### config.mk
export PLATFORM = sky130hd
export DESIGN_NAME = por_job_scheduler
export DESIGN_NICKNAME = d
export VERILOG_FILES = /design/src/rtl/por_job_scheduler.sv
export SDC_FILE = /design/constraint.sdc
export NUM_CORES = 1
export LEC_CHECK = 0
export CAP_MARGIN = 15
export CORE_MARGIN = 4
export CORE_UTILIZATION = 58
export CTS_BUF_LIST = sky130_fd_sc_hd__clkbuf_4 sky130_fd_sc_hd__clkbuf_8 sky130_fd_sc_hd__clkbuf_16
export DETAILED_ROUTE_END_ITERATION = 16
export PLACE_DENSITY = 0.78
export SYNTH_ARGS = -nofsm -noshare
export SYNTH_HDL_FRONTEND = slang
export SYNTH_SLANG_ARGS = --single-unit
### constraint.sdc
create_clock -name i_clk -period 7.7 [get_ports i_clk]
set_input_delay 2.31 -clock i_clk [delete_from_list [all_inputs] [get_ports i_clk]]
set_output_delay 2.31 -clock i_clk [all_outputs]
set_load 0.02 [all_outputs]
### src/rtl/por_job_scheduler.sv
// ---------------------------------------------------------------------------
// por_job_scheduler
//   Arbitrates the single SHA-256 PoR engine between two requesters:
//   timestamped veto events (rising edges of i_veto_in, buffered in a FIFO,
//   high priority) and periodic heartbeat attestations (low priority).
//   Completed hashes are returned with a source tag.
//
// Ports
//   i_clk, i_rst            fabric clock, synchronous active-high reset
//   i_veto_in               veto level; each rising edge is one event
//   i_attention_level[1:0]  level captured with each veto event
//   i_eng_busy              engine busy, blocks job issue
//   i_eng_done, i_eng_hash  engine completion pulse and result
//   o_job_start, o_job_data job issue pulse and {tag, level, 28'h0, ts}
//   o_por_valid, o_por_hash_out, o_por_tag   result pulse, hash, tag
//   o_drop_count            saturating count of events lost to a full FIFO
//   o_timeout_err           pulse when an engine job is abandoned
//
// TS_INIT is the timestamp reset value; it stays 0 in the product and only
// exists so a bench can reach the 32-bit wrap without billions of cycles.
// ---------------------------------------------------------------------------
module por_job_scheduler #(
    parameter int          FIFO_DEPTH  = 8,
    parameter int          HB_PERIOD   = 65536,
    parameter int          TIMEOUT_CYC = 1024,
    parameter logic [31:0] TS_INIT     = 32'h0
) (
    input  logic        i_clk,
    input  logic        i_rst,
    input  logic        i_veto_in,
    input  logic [1:0]  i_attention_level,
    input  logic        i_eng_busy,
    input  logic        i_eng_done,
    input  logic [31:0] i_eng_hash,
    output logic        o_job_start,
    output logic [63:0] o_job_data,
    output logic [31:0] o_por_hash_out,
    output logic        o_por_valid,
    output logic [1:0]  o_por_tag,
    output logic [15:0] o_drop_count,
    output logic        o_timeout_err
);
    localparam int AW  = $clog2(FIFO_DEPTH);
    localparam int HBW = $clog2(HB_PERIOD);
    localparam int TW  = $clog2(TIMEOUT_CYC);

    typedef enum logic [1:0] {S_IDLE, S_ISSUE, S_WAIT, S_DONE} state_t;

    state_t          r_state;
    logic [31:0]     r_ts;
    logic            r_veto_q;
    logic [33:0]     r_mem [FIFO_DEPTH];
    logic [AW:0]     r_wr_ptr, r_rd_ptr;
    logic [HBW-1:0]  r_hb_cnt;
    logic            r_hb_pending;
    logic [TW-1:0]   r_tcnt;
    logic            r_is_hb;
    logic [1:0]      r_job_lvl;
    logic [31:0]     r_job_ts;

    logic w_edge, w_empty, w_full, w_pop, w_push, w_drop, w_hb_wrap, w_hb_issue;

    assign w_edge  = i_veto_in & ~r_veto_q;
    assign w_empty = (r_wr_ptr == r_rd_ptr);
    // Extra pointer bit distinguishes full from empty when the indices match.
    assign w_full  = (r_wr_ptr[AW] != r_rd_ptr[AW]) &&
                     (r_wr_ptr[AW-1:0] == r_rd_ptr[AW-1:0]);
    assign w_pop   = (r_state == S_IDLE) && !i_eng_busy && !w_empty;
    // A pop in the same cycle frees the slot, so a full FIFO still accepts.
    assign w_push  = w_edge && (!w_full || w_pop);
    assign w_drop  = w_edge && w_full && !w_pop;
    assign w_hb_wrap  = (r_hb_cnt == HBW'(HB_PERIOD - 1));
    assign w_hb_issue = (r_state == S_IDLE) && !i_eng_busy && w_empty && r_hb_pending;

    // Storage needs no reset: the pointers define what is valid.
    always_ff @(posedge i_clk) begin
        if (!i_rst && w_push)
            r_mem[r_wr_ptr[AW-1:0]] <= {r_ts, i_attention_level};
    end

    always_ff @(posedge i_clk) begin
        if (i_rst) begin
            r_state        <= S_IDLE;
            r_ts           <= TS_INIT;
            r_veto_q       <= 1'b0;
            r_wr_ptr       <= '0;
            r_rd_ptr       <= '0;
            r_hb_cnt       <= '0;
            r_hb_pending   <= 1'b0;
            r_tcnt         <= '0;
            r_is_hb        <= 1'b0;
            r_job_lvl      <= 2'b00;
            r_job_ts       <= 32'h0;
            o_job_start    <= 1'b0;
            o_job_data     <= 64'h0;
            o_por_hash_out <= 32'h0;
            o_por_valid    <= 1'b0;
            o_por_tag      <= 2'b00;
            o_drop_count   <= 16'h0;
            o_timeout_err  <= 1'b0;
        end else begin
            r_ts     <= r_ts + 32'd1;
            r_veto_q <= i_veto_in;

            if (w_push) r_wr_ptr <= r_wr_ptr + 1'b1;
            if (w_pop)  r_rd_ptr <= r_rd_ptr + 1'b1;
            if (w_drop && o_drop_count != 16'hFFFF)
                o_drop_count <= o_drop_count + 16'd1;

            r_hb_cnt <= w_hb_wrap ? '0 : r_hb_cnt + 1'b1;
            // Wrap wins over issue so a period is never lost.
            if (w_hb_wrap)       r_hb_pending <= 1'b1;
            else if (w_hb_issue) r_hb_pending <= 1'b0;

            o_job_start   <= 1'b0;
            o_por_valid   <= 1'b0;
            o_timeout_err <= 1'b0;

            case (r_state)
                S_IDLE: begin
                    if (w_pop) begin
                        r_is_hb              <= 1'b0;
                        {r_job_ts, r_job_lvl} <= r_mem[r_rd_ptr[AW-1:0]];
                        r_state              <= S_ISSUE;
                    end else if (w_hb_issue) begin
                        r_is_hb <= 1'b1;
                        r_state <= S_ISSUE;
                    end
                end
                S_ISSUE: begin
                    o_job_start <= 1'b1;
                    o_job_data  <= r_is_hb ? {2'b10, 2'b00, 28'h0, r_ts}
                                           : {2'b01, r_job_lvl, 28'h0, r_job_ts};
                    r_tcnt      <= '0;
                    r_state     <= S_WAIT;
                end
                S_WAIT: begin
                    // Result outputs are registered here so they are valid
                    // during the DONE cycle, one cycle after eng_done.
                    if (i_eng_done) begin
                        o_por_valid    <= 1'b1;
                        o_por_hash_out <= i_eng_hash;
                        o_por_tag      <= r_is_hb ? 2'b10 : 2'b01;
                        r_state        <= S_DONE;
                    end else if (r_tcnt == TW'(TIMEOUT_CYC - 1)) begin
                        o_timeout_err <= 1'b1;
                        r_state       <= S_IDLE;
                    end else begin
                        r_tcnt <= r_tcnt + 1'b1;
                    end
                end
                S_DONE:  r_state <= S_IDLE;
                default: r_state <= S_IDLE;
            endcase
        end
    end
endmodule

==> results.py <==
metrics = {
    "clock_network": {
        "clock_path_buffers": 3,
        "root_buffer": "clkbuf_16",
        "cts_tree": "yes",
        "clk_pin_slew_ns": 0.06,
        "insertion_delay_ns": 0.54,
        "cts_hold_buf": 0,
        "h-tree-depth": 2,
        "clock_sinks": 466,
        "cts_buffers": 45,
        "cts-resized-gates": 0,
        "post-cts-setup-buffer-count": 0,
    },
    "cells_and_area": {
        "antenna_cells": 0,
        "instances_no_fill": 1884,
        "layout-drive-gt1-share_pct": 13.1,
        "multiInputGateArea_sq_mm": 0.00588,
        "final_common_cell": "edfxtp_1",
        "layout_common_cells": "edfxtp_1, dfxtp_1, nor2_1",
        "num-fill-cells": 2042,
        "area_delta_synth_final_pct": 17.2,
        "nets": 1496,
        "ff_latch_area_sq_mm": 0.0121,
    },
    "power_and_ir_drop": {
        "vdd.ir_drop.worst_mv": 0.203,
        "power.density_mw_per_mm2": 268,
        "power_leakage_nw": 6.73,
        "fin_total_pwr_mw": 5.76,
    },
    "logic_synthesis": {
        "synth_flop_cell": "edfxtp_1",
        "synth_edf_count": 272,
        "synthMuxAreaShare_pct": 12.3,
        "synth_top_family_by_area": "multiplexers",
        "synth_top_area_share_pct": 44.6,
        "ys_warn_count": 0,
        "yosysUniqueCellTypes": 55,
        "synth_cells": 1338,
        "syn_area_sq_mm": 0.0183,
        "async_reset_ff_share_pct": 0,
        "ys_ff_latch": 466,
        "synth-xor-area-share_pct": 2.83,
        "syn_area_per_cell_sq_um": 13.7,
        "ys_seq_area_share_pct": 65.8,
        "synth_fa_ha_area_share_pct": 0.410,
        "synth-simple-area-share_pct": 9.95,
        "yosys.area.top_type": "edfxtp_1",
        "synth_compound_area_share_pct": 5.63,
        "netlist_top_cells_area": "edfxtp_1, dfxtp_1, mux4_2, mux2i_1, nor2_1",
    },
    "drt": {
        "via_count": 11000,
        "routed_wl_mm": 37.7,
        "wl_per_cell_um": 20.0,
        "drc": 0,
        "detail-route-antenna-nets": 0,
        "drt_iter0_drc": 927,
        "viasPerCell": 5.81,
        "drt_pass1_iterations": 5,
    },
    "place": {
        "hpwl_mm": 22.0,
        "portBuffers": 127,
        "dp_cells": 1797,
        "place_congestion": 0.790,
    },
    "global_route": {
        "antenna_found_initial": 0,
        "overflow": 0,
        "grt.total_usage_pct": 21.8,
        "grt_pass1_vias": 11100,
        "grt_first_pass_wirelength_mm": 59.8,
        "grt_max_degree": 111,
    },
    "sta": {
        "period_minus_slack_ns": 5.04,
        "finClkSkew_ns": 0.0178,
        "fin_tns_setup_ns": 0,
        "final_max_slew_viol_count": 0,
        "slew_headroom_pct": 22.1,
        "finalHoldWorstSlack_ns": 0.454,
        "finalHoldViolCount": 0,
        "fin_crit_sh_pct": 65.5,
        "fmax_mhz": 198,
        "tightest_slew_ns": 1.17,
        "rsz0062_at_grt": "false",
        "final-setup-viol-count": 0,
    },
    "min_path": {
        "min_to": "o_job_data[61]$_SDFFE_PP0P_",
        "hp-start": "o_job_data[61]$_SDFFE_PP0P_",
        "min_delay_path_depth": 2,
        "hold_class": "reg -> reg",
    },
    "floorplanning": {
        "io_pins": 156,
        "initial_core_util_pct": 59.3,
        "die_x_um": 186,
        "core_area_sq_mm": 0.0309,
        "dieArea_sq_mm": 0.0345,
        "num_rows": 64,
        "chipHeight_um": 186,
    },
    "critical_path": {
        "r2r_start": "r_rd_ptr[2]$_SDFFE_PP0N_",
        "arrival_ns": 5.18,
        "cp_max_fo": 34,
        "worstSetupPathType": "in -> reg",
        "critPathCaptureType": "register",
        "cp_cell_sequence": "clkdlybuf4s50_1 -> nor3_1 -> nor2_1 -> a21boi_1 -> nand3b_1 -> nor2_4",
        "ff2ff_path_depth": 6,
        "r2r_end": "r_mem[7][19]$_DFFE_PP_",
        "crit_start": "i_eng_busy",
        "start_kind": "input pin",
        "critPathRequiredTime_ns": 7.84,
        "r2r_setup_slack_ns": 3.92,
        "max_stage_delay_ns": 0.99,
        "crit_path_top_delay_cell": "nor2_4",
    },
    "run": {
        "cap_violations": 0,
    },
    "status": {
        "status": "finished clean",
    },
}
-- registers in the layout, indices dropped and copies added (netlist names), 4 cells and up --
signal          cells
r_ts               32
o_drop_count       16
r_mem             272
r_wr_ptr            4
r_rd_ptr            4
r_hb_cnt           16
o_por_hash_out     32
r_tcnt             10
o_job_data         36
r_job_ts           32
-- layer usage --
layer / up-vias / wire [um] / track usage (%)
met5: - / 0 / 0
li1: 5162 / - / -
met2: 376 / 18700 / 36.5
met3: 56 / 2390 / 3.62
met1: 5360 / 15800 / 30.1
met4: 0 / 750 / 5.80
-- report_power, final --
group | internal, mW | total (mW) | leakage, nW | switching (mW)
clock | 1.34 | 2.24 | 0.778 | 0.901
sequential | 2.72 | 2.82 | 4.10 | 0.0995
combinational | 0.334 | 0.694 | 1.85 | 0.360
total | 4.40 | 5.76 | 6.73 | 1.36
-- worst max-delay path by stage --
| stage | cells after the start | endpoint | slack [ns] |
|---|---|---|---|
| after global routing | 6 | r_mem[7][4]$_DFFE_PP_ | 2.51 |
| final | 6 | r_mem[7][19]$_DFFE_PP_ | 2.66 |
| after global placement | 6 | r_mem[5][13]$_DFFE_PP_ | 2.27 |
| after floorplan | 5 | r_mem[4][0]$_DFFE_PP_ | 1.59 |
| after detailed placement | 6 | r_mem[5][15]$_DFFE_PP_ | 2.19 |
| after CTS | 6 | r_mem[5][20]$_DFFE_PP_ | 2.73 |
-- worst max-delay path, delay by kind of cell --
family	cells	cell delay, ns
buffers and inverters	1	0.44
AO/OA/AOI/OAI	1	0.49
AND/OR/NAND/NOR	4	1.92
-- area by class of cell --
cell class / count / area share [%]
inverters: 14 / 0.245
multi-input cells: 782 / 27.4
well taps: 396 / 2.31
clock buffers: 62 / 6.17
clock inverters: 22 / 0.996
flip-flops and latches: 466 / 56.2
repair buffers: 142 / 6.76
-- Yosys cell counts, types with 4 or more instances --
library cell	count
a211oi_1	66
a21oi_1	63
and3_1	5
and4_1	5
buf_1	7
buf_2	13
buf_4	28
clkbuf_1	53
dfxtp_1	194
edfxtp_1	272
ha_1	6
inv_1	14
mux2i_1	68
mux4_2	68
nand2_1	97
nand3_1	32
nand3b_1	6
nand4_1	18
nor2_1	160
nor2b_1	6
nor3_1	18
nor4_1	14
o21ai_0	14
o31ai_1	6
or2_2	4
or3_1	12
xnor2_1	36
xor2_1	15
-- per-stage QoR --
stage | utilization [%] | instance area (sq um) | worst slack (ns)
2_1_floorplan | - | 18400 | 1.59
3_3_place_gp | 64.2 | 19800 | 2.27
3_5_place_dp | 64.2 | 19900 | 2.19
4_1_cts | 69.2 | 21400 | 2.73
5_1_grt | 69.5 | 21500 | 2.51
6_report | 69.5 | 21500 | 2.66
-- kinds of logic after synthesis --
logic type / Yosys count
buffers and inverters: 117
XOR/XNOR: 54
other: 1
AO/OA/AOI/OAI: 161
flip-flops: 466
AND/OR/NAND/NOR: 394
adder cells (fa/ha/maj): 6
multiplexers: 139
No activity file was read; power rests on OpenSTA's default activity.
